**config.mk**
```make
export PLATFORM = sky130hd
export DESIGN_NAME = fetch_prefetch
export DESIGN_NICKNAME = d
export VERILOG_FILES = /design/src/rtl/fetch_prefetch.sv
export SDC_FILE = /design/constraint.sdc
export NUM_CORES = 1
export LEC_CHECK = 0
export BUFFER_PORTS_ARGS = -buffer_cell sky130_fd_sc_hd__buf_2
export CORE_UTILIZATION = 25
export DETAILED_ROUTE_END_ITERATION = 8
export PLACE_DENSITY_LB_ADDON = 0.08
export SLEW_MARGIN = 20
export SYNTH_ARGS = -nofsm -noshare
export SYNTH_HDL_FRONTEND = slang
export SYNTH_SLANG_ARGS = --single-unit
```
**constraint.sdc**
```tcl
create_clock -name clk -period 3.3 [get_ports clk]
set_clock_uncertainty 0.05 [all_clocks]
set_input_delay 0.495 -clock clk [delete_from_list [all_inputs] [get_ports clk]]
set_output_delay 0.495 -clock clk [all_outputs]
set_load 0.02 [all_outputs]
```
**src/rtl/fetch_prefetch.sv**
```systemverilog
// fetch_prefetch: instruction prefetch buffer between CPU fetch/decode and a
// single-port synchronous program memory (1-cycle registered read).
// Sequential reads are issued ahead of decode. Returned words are queued in a
// small FIFO and handed to decode with a valid/ready handshake. The memory port
// is yielded whenever the CPU data path claims it (mem_busy). Flush redirects
// fetch on branches.
//
// Ports:
//   clk        system clock, all state on rising edge
//   rst        synchronous active-high reset (overrides flush)
//   flush      redirect request; discards buffered and in-flight words
//   flush_pc   new fetch word address, valid with flush
//   mem_busy   CPU data path owns the memory port this cycle
//   mem_re     read enable to memory
//   mem_addr   read word address to memory
//   mem_rdata  memory read data, valid the cycle after a read is sampled
//   out_valid  FIFO head holds a word
//   out_ready  decode accepts the head word
//   out_data   head instruction word
//   out_addr   word address of the head word

module fetch_prefetch #(
  parameter int AWIDTH   = 16,
  parameter int DWIDTH   = 16,
  parameter int DEPTH    = 4,
  parameter int RESET_PC = 0
) (
  input  logic              clk,
  input  logic              rst,
  input  logic              flush,
  input  logic [AWIDTH-2:0] flush_pc,
  input  logic              mem_busy,
  output logic              mem_re,
  output logic [AWIDTH-2:0] mem_addr,
  input  logic [DWIDTH-1:0] mem_rdata,
  output logic              out_valid,
  input  logic              out_ready,
  output logic [DWIDTH-1:0] out_data,
  output logic [AWIDTH-2:0] out_addr
);

  localparam int PW = AWIDTH - 1;       // word address width
  localparam int IW = $clog2(DEPTH);    // FIFO pointer width
  localparam int CW = IW + 1;           // count width, holds 0..DEPTH
  localparam int OW = CW + 1;           // count + in-flight word

  logic [PW-1:0]     fetch_pc_q, fetch_pc_d;
  logic [PW-1:0]     pend_addr_q, pend_addr_d;
  logic              pending_q, pending_d;
  logic [CW-1:0]     count_q, count_d;
  logic [IW-1:0]     rd_ptr_q, rd_ptr_d;
  logic [IW-1:0]     wr_ptr_q, wr_ptr_d;

  logic [DWIDTH-1:0] fifo_data_q [DEPTH];
  logic [PW-1:0]     fifo_addr_q [DEPTH];

  logic              push;
  logic              pop;
  logic [OW-1:0]     occupancy;

  // The in-flight word is counted as occupied, so a capture always finds a
  // free slot and no overflow handling is needed.
  always_comb begin
    occupancy = {1'b0, count_q} + OW'(pending_q);
    mem_re    = !rst && !flush && !mem_busy && (occupancy < OW'(DEPTH));
    mem_addr  = fetch_pc_q;
    out_valid = !rst && (count_q != '0);
    out_data  = fifo_data_q[rd_ptr_q];
    out_addr  = fifo_addr_q[rd_ptr_q];
    // A response is only ours when we issued the read last cycle; otherwise
    // mem_rdata belongs to the CPU data path.
    push      = pending_q && !flush && !rst;
    pop       = out_valid && out_ready && !flush;
  end

  always_comb begin
    fetch_pc_d  = fetch_pc_q;
    pend_addr_d = pend_addr_q;
    pending_d   = 1'b0;
    count_d     = count_q;
    rd_ptr_d    = rd_ptr_q;
    wr_ptr_d    = wr_ptr_q;
    if (flush) begin
      // Drop everything, including the response of a read issued last cycle.
      fetch_pc_d = flush_pc;
      count_d    = '0;
      rd_ptr_d   = '0;
      wr_ptr_d   = '0;
    end else begin
      if (mem_re) begin
        fetch_pc_d  = fetch_pc_q + 1'b1;   // wraps naturally at 2^PW
        pending_d   = 1'b1;
        pend_addr_d = fetch_pc_q;
      end
      if (push) wr_ptr_d = wr_ptr_q + 1'b1;
      if (pop)  rd_ptr_d = rd_ptr_q + 1'b1;
      case ({push, pop})
        2'b10:   count_d = count_q + 1'b1;
        2'b01:   count_d = count_q - 1'b1;
        default: count_d = count_q;
      endcase
    end
  end

  always_ff @(posedge clk) begin
    if (rst) begin
      fetch_pc_q  <= PW'(RESET_PC);
      pend_addr_q <= '0;
      pending_q   <= 1'b0;
      count_q     <= '0;
      rd_ptr_q    <= '0;
      wr_ptr_q    <= '0;
    end else begin
      fetch_pc_q  <= fetch_pc_d;
      pend_addr_q <= pend_addr_d;
      pending_q   <= pending_d;
      count_q     <= count_d;
      rd_ptr_q    <= rd_ptr_d;
      wr_ptr_q    <= wr_ptr_d;
    end
  end

  // Storage carries no reset; contents are only observed while out_valid=1.
  always_ff @(posedge clk) begin
    if (push) begin
      fifo_data_q[wr_ptr_q] <= mem_rdata;
      fifo_addr_q[wr_ptr_q] <= pend_addr_q;
    end
  end

  ap_no_overflow: assert property (@(posedge clk) disable iff (rst)
    (push && !pop) |-> (count_q < CW'(DEPTH)));

endmodule
```
==> impl_results.md, run 1 <==
- Crit path from: flush
- Reg2Reg Depth: 6
- Post-DRT Antenna Nets: 0
- Row Count: 57
- R2R Setup Slk: 0.99 ns
- DR pass1 iterations: 4
- Worst Setup EP: mem_re
- Layout net count: 527
- Leading area contributor after synthesis: edfxtp_1
- CP required: 2.75 ns
- PostCTS Resize Cnt: 0
- Final hold violation count: 0
- Avg WL per Cell: around 17 um
- Min cycle time layout: 2.60 ns
- GRT overflow: 0
- CTS H-tree depth: 4
- Final setup viols: 0
- Number of diodes: 0
- Placed cell area: between 7000 and 8000 um2
- Clk root buf: clkbuf_16
- YS warnings: 0
- Hold buffer count at CTS: 0
- Hold WS: 0.237 ns
- Clock Latency Late Sink: 0.43 ns
- Initial Util: 0.257
- Busiest grt layer: met2
- Setup bufs post-CTS: 0
- RR Endpoint: mem_addr[3]
- Maximum fanout along the worst path: 28
- Final GP Congestion: approximately 0.70
- Die X: 161 um
- DRC: 0
- Worst VDD drop: between 0.0002 and 0.00025 V
- Die ar.: 25800 um2
- Final Cycle Share: 0.786
- Synthesized area per cell: 16.0 um2
- Global-route usage over all layers: 0.116
- Power Total: 4740 uW
- I/O Pins: 84
- Critical Path Start Type: primary input
- Cell area after layout: 7860 um2
- Clk pin slew, worst setup/hold paths: 0.07 ns
- Reg-to-Reg Start: pending_q
- Most common cell after layout, fill and taps aside: edfxtp_1
- WS Path Type: primary input to output port
- Top-area cell type share of the netlist area: 0.591
- Setup TNS: 0 ns
- Vias in the first global route: approximately 3700
- Met3 usage: 0.0276
- CTS Buf Count: 17
- Yosys reg bits: between 150 and 200
- Hold Crit Class: primary input to register
- DP HPWL: just under 9 mm
- Pwr/cell area: 604 nW/um2
- Register area share after synthesis: 0.718
- Final Util: 0.320
- RSZ-0062 raised after global routing: no
- Worst Tran Pin Value: between 0.7 and 0.8 ns
- Pin count of the biggest net entering global routing: 34
- Routed wire length: about 14 mm
- Max Cap Viol: 0
- Layout area overhead: 24.8%
- Net Count, Synth: between 400 and 500
- Crit end category: output port
- First-pass GRT wire length: 22.0 mm
- Synth cell types: 41
- CTS tree: yes
- Core ar.: 24500 um2
- Commonest non-fill, non-tap cells in the layout: edfxtp_1 (124), buf_2 (83), nand2_1 (41), dfxtp_1 (38), mux4_2 (31)
- Grt met2 use: 0.182
- Initial antenna violation count: 0
- Clock Path Buffers: 2
- CP arrival: 2.05 ns
- Fill cells: 2488
- Buffers on Ports: 83
- Dominant cells by area after synthesis: edfxtp_1 (59%), dfxtp_1 (13%), mux4_2 (11%)
- Initial DRC count: 169
- Worst slew margin: 0.504
- Share of cells above drive strength 1: 0.327
- Vias: 3597
- Fmax: 385 MHz
- Synth Instances: 393
- Met1 Use GR: 0.154
- Final Max Slew Viols: 0
- Die height: 161 um
- Leakage: 0.00278 uW
- Outcome: completed
- Clock sink count: 164
- Mapped Area: between 6000 and 7000 um2
- Via density: 4.39
## synth_stat cells
master,count
a31oi_1,6
nand4_1,6
and2_1,2
buf_6,2
clkbuf_1,11
nand2b_1,1
nand3b_1,1
a22oi_1,4
and4_1,2
mux2i_1,2
clkinv_2,1
o311ai_0,1
or2_0,2
nor4_1,1
a41oi_1,2
nor3_1,2
clkbuf_2,1
o22ai_1,1
nor2_1,21
a32oi_1,3
buf_1,4
buf_2,4
nand2_1,41
or3_1,4
nor3b_1,1
mux4_2,31
and3_1,5
a21oi_1,28
o21ai_0,8
dfxtp_1,40
edfxtp_1,124
xor2_1,3
nand3_1,4
xnor2_1,2
o21ai_1,2
fa_1,1
or4_4,1
inv_1,10
nor2b_1,1
a221oi_1,1
ha_1,6
## worst max-delay path: stages
cell	delay [ns]
buf_2	0.10
or2_0	0.25
buf_4	0.19
or4_4	0.49
clkinv_2	0.28
buf_2	0.24
## cell type report
type	count	area, um2	share of cell area
Inverter	11	42.5	0.00541
Clock buffer	17	425	0.0541
Sequential cell	164	4530	0.576
Timing Repair Buffer	94	548	0.0697
Clock inverter	14	282	0.0358
Multi-Input combinational cell	196	1630	0.208
Tap cell	324	405	0.0516
## per-layer routing
| metal | up-vias | share of wire | routed length, um |
|---|---|---|---|
| li1 | 1703 | - | - |
| met1 | 1787 | 0.48 | 6720 |
| met2 | 94 | 0.47 | 6470 |
| met3 | 13 | 0.038 | 522 |
| met4 | 0 | 0.014 | 201 |
| met5 | - | 0 | 0 |
## worst min path at each step
stage,from,endpoint,slack [ns],cells after the start
after floorplan,pend_addr_q[0],fifo_addr_q[0][0],0.41,0
after global placement,pend_addr_q[6],fifo_addr_q[2][6],0.43,0
after detailed placement,pend_addr_q[10],pend_addr_q[10],0.44,2
after CTS,mem_rdata[8],fifo_data_q[3][8],0.22,1
after global routing,mem_rdata[7],fifo_data_q[1][7],0.22,1
final,mem_rdata[8],fifo_data_q[0][8],0.24,1
## power by group
group / internal [uW] / switching, uW / leakage [uW] / total [uW]
clock: 1570 / 801 / 0.000339 / 2370
sequential: 2220 / 26.0 / 0.00156 / 2250
combinational: 48.1 / 77.9 / 0.000877 / 126
total: 3840 / 905 / 0.00278 / 4740
## metrics by stage
step | cells | worst slack (ns)
final | 820 | 0.705
after global routing | 820 | 0.582
after CTS | 820 | 0.625
after detailed placement | 789 | 0.594
after global placement | 789 | 0.670
after floorplan | 393 | 0.664
## sequential cells by signal (all words and copies together) (netlist names), named ones only
signal and flops:
rd_ptr_q 2, pend_addr_q 15, fifo_addr_q 60, wr_ptr_q 2, fifo_data_q 64, count_q 3
pending_q 1, mem_addr 15
## logic make-up (layout without fill, tap and decap cells)
group | after synthesis | after routing | share of synthesized area
fa+ha+maj | 7 | 7 | 0.0151
simple gates | 95 | 95 | 0.0705
buf+inv | 33 | 136 | 0.0232
xor+xnor | 5 | 5 | 0.00696
mux | 33 | 33 | 0.114
flops | 164 | 164 | 0.718
compound gates | 56 | 56 | 0.0517
No activity file was read; power rests on OpenSTA's default activity.
==> inputs of run 2 (changes only) <==
clock period = 2.13 ns   (was 3.3 ns; I/O delays follow)
==> impl_results.md, run 2 (synthesized netlist as in run 1, its figures left out) <==
- Die X: 161 um
- R2R Setup Slk: 0.17 ns
- RR Endpoint: count_q[2]
- Post-DRT Antenna Nets: 0
- Critical path's top delay family: multiplexers
- Most common cell after layout, fill and taps aside: edfxtp_1
- Initial Util: 0.257
- Avg WL per Cell: 16.8 um
- Crit end category: output port
- Die ar.: 25800 um2
- DRC: 0
- Worst-path cell chain: bufbuf_16 -> mux4_2 -> buf_2
- Clk pin slew, worst setup/hold paths: 0.06 ns
- CTS Buf Count: 17
- Largest Register: fifo_data_q
- Commonest non-fill, non-tap cells in the layout: edfxtp_1 (124), buf_2 (60), nand2_1 (41), dfxtp_1 (37), mux4_2 (31)
- Initial DRC count: 178
- Reg-to-Reg Start: count_q[2]
- Critical Path Start Type: register
- Sequential power share: 0.518
- Slowest cell on crit path: mux4_2
- DR pass1 iterations: 4
- Row Count: 57
- Clk network pwr share: 0.447
- Reg2Reg Depth: 8
- Die height: approximately 160 um
- WS Path Type: register to output port
- Hold buffer count at CTS: 0
- Layout net count: 547
- Fmax: between 400 and 500 MHz
- Worst VDD drop: ~0.00038 V
- Final Cycle Share: 1.01
- Pwr/cell area: 820 nW/um2
- Failing checks: negative setup slack
- Max Cap Viol: 0
- Final GP Congestion: between 0.7 and 0.8
- Final Max Slew Viols: 0
- Buffers on Ports: between 80 and 90
- Max FFs per register: 64
- Maximum fanout along the worst path: 8
- CTS tree: yes
- First-pass GRT wire length: around 22 mm
- Combinational share of power: 0.035
- Vias in the first global route: 3798
- Pin count of the biggest net entering global routing: 34
- I/O Pins: 84
- Via density: 4.36
- CP arrival: 1.79 ns
- Clock sink count: 164
- P_sw: 1430 uW
- Number of diodes: 0
- Clock Latency Late Sink: ~0.42 ns
- Share of cells above drive strength 1: 0.364
- Hold Crit Class: primary input to register
- Leakage: 0.00291 uW
- Outcome: finished, violations left
- Core ar.: ~25000 um2
- Setup ws final: -0.0270 ns
- Layout area overhead: 29.8%
- Hold path start: mem_rdata[13]
- Pint: 5280 uW
- Critical path's largest stage delay: 0.51 ns
- Worst Hold Depth: 1
- Global-route usage over all layers: 0.115
- GRT overflow: 0
- Final hold violation count: 0
- CP required: 1.76 ns
- Worst Tran Pin Value: 0.535 ns
- Biggest regs: fifo_data_q x64, fifo_addr_q x60
- Min cycle time layout: 2.16 ns
- Clock Path Buffers: 2
- Switching Share: 0.213
- Final setup viols: 10
- Initial antenna violation count: 0
- Pre-CTS setup slack: -0.147 ns
- RSZ-0062 raised after global routing: yes
- WHS Endpoint: fifo_data_q[2][13]
- Routed wire length: 14.1 mm
- Vias: between 3000 and 4000
- CTS H-tree depth: 4
- Worst slew margin: 0.643
- Clk root buf: clkbuf_16
- DP HPWL: between 8 and 9 mm
- WP buf/inv: 2
- Power Total: about 6700 uW
-- run 2: cell count changes in the layout (fill, tap and decap cells not counted), moves of 2 or more --
| cell | before | now |
|---|---|---|
| inv_6 | 1 | 4 |
| buf_6 | 0 | 23 |
| buf_2 | 83 | 60 |
| buf_12 | 4 | 8 |
| buf_4 | 7 | 20 |
| dfxtp_4 | 0 | 2 |
| bufinv_16 | 8 | 2 |
| clkinv_4 | 2 | 4 |
| buf_16 | 0 | 2 |
-- run 2: worst max path at each step --
stage | slack (ns) | from | cells past startpoint | end
after floorplan | -0.14 | rst | 10 | count_q[2]
after global placement | -0.07 | flush | 9 | count_q[2]
after detailed placement | -0.15 | flush | 9 | count_q[2]
after CTS | -0.08 | register | 3 | out_addr[11]
after global routing | -0.09 | register | 3 | out_addr[11]
final | -0.03 | register | 3 | out_data[10]
-- run 2: final cells by class --
type	count	area, um2
inverters	11	42.5
clock buffers	18	429
clock inverters	14	153
repair buffers	114	957
flip-flops and latches	164	4530
well taps	324	405
multi-input cells	196	1660
fillers	2448	16400
-- run 2: metal layers --
layer,vias to the layer above,GRT usage,part of all wire
met4,0,0.0420,0.016
li1,1735,-,-
met2,98,0.190,0.47
met3,14,0.0284,0.045
met1,1819,0.146,0.47
met5,-,0,0
-- run 2: metrics by stage --
step           instances  TNS (ns)   util  cell area, um2  hold slack [ns]
2_1_floorplan        393    -0.137      -            6330            0.368
3_3_place_gp         804   -0.0789  0.299            7330            0.435
3_5_place_dp         804    -0.566  0.299            7330            0.449
4_1_cts              841     -1.22  0.329            8070           0.0443
5_1_grt              841     -1.61  0.333            8180           0.0468
6_report             841    -0.170  0.333            8180           0.0621
-- run 2: repair_timing --
item | in CTS | in global routing
buffers inserted | 2 | 0
cloned | 3 | 0
endpoints found under the setup margin | 31 | 40
gates resized for setup | 18 | 35
-- run 2: power groups by stage --
stage / Combinational (uW) / Sequential [uW] / Clock, uW
detailed placement: 234 / 3540 / 0
CTS: 237 / 3470 / 3090
floorplan: 98.8 / 3560 / 0
global route: 261 / 3470 / 3190
global placement: 230 / 3540 / 0
finish: 237 / 3470 / 3000
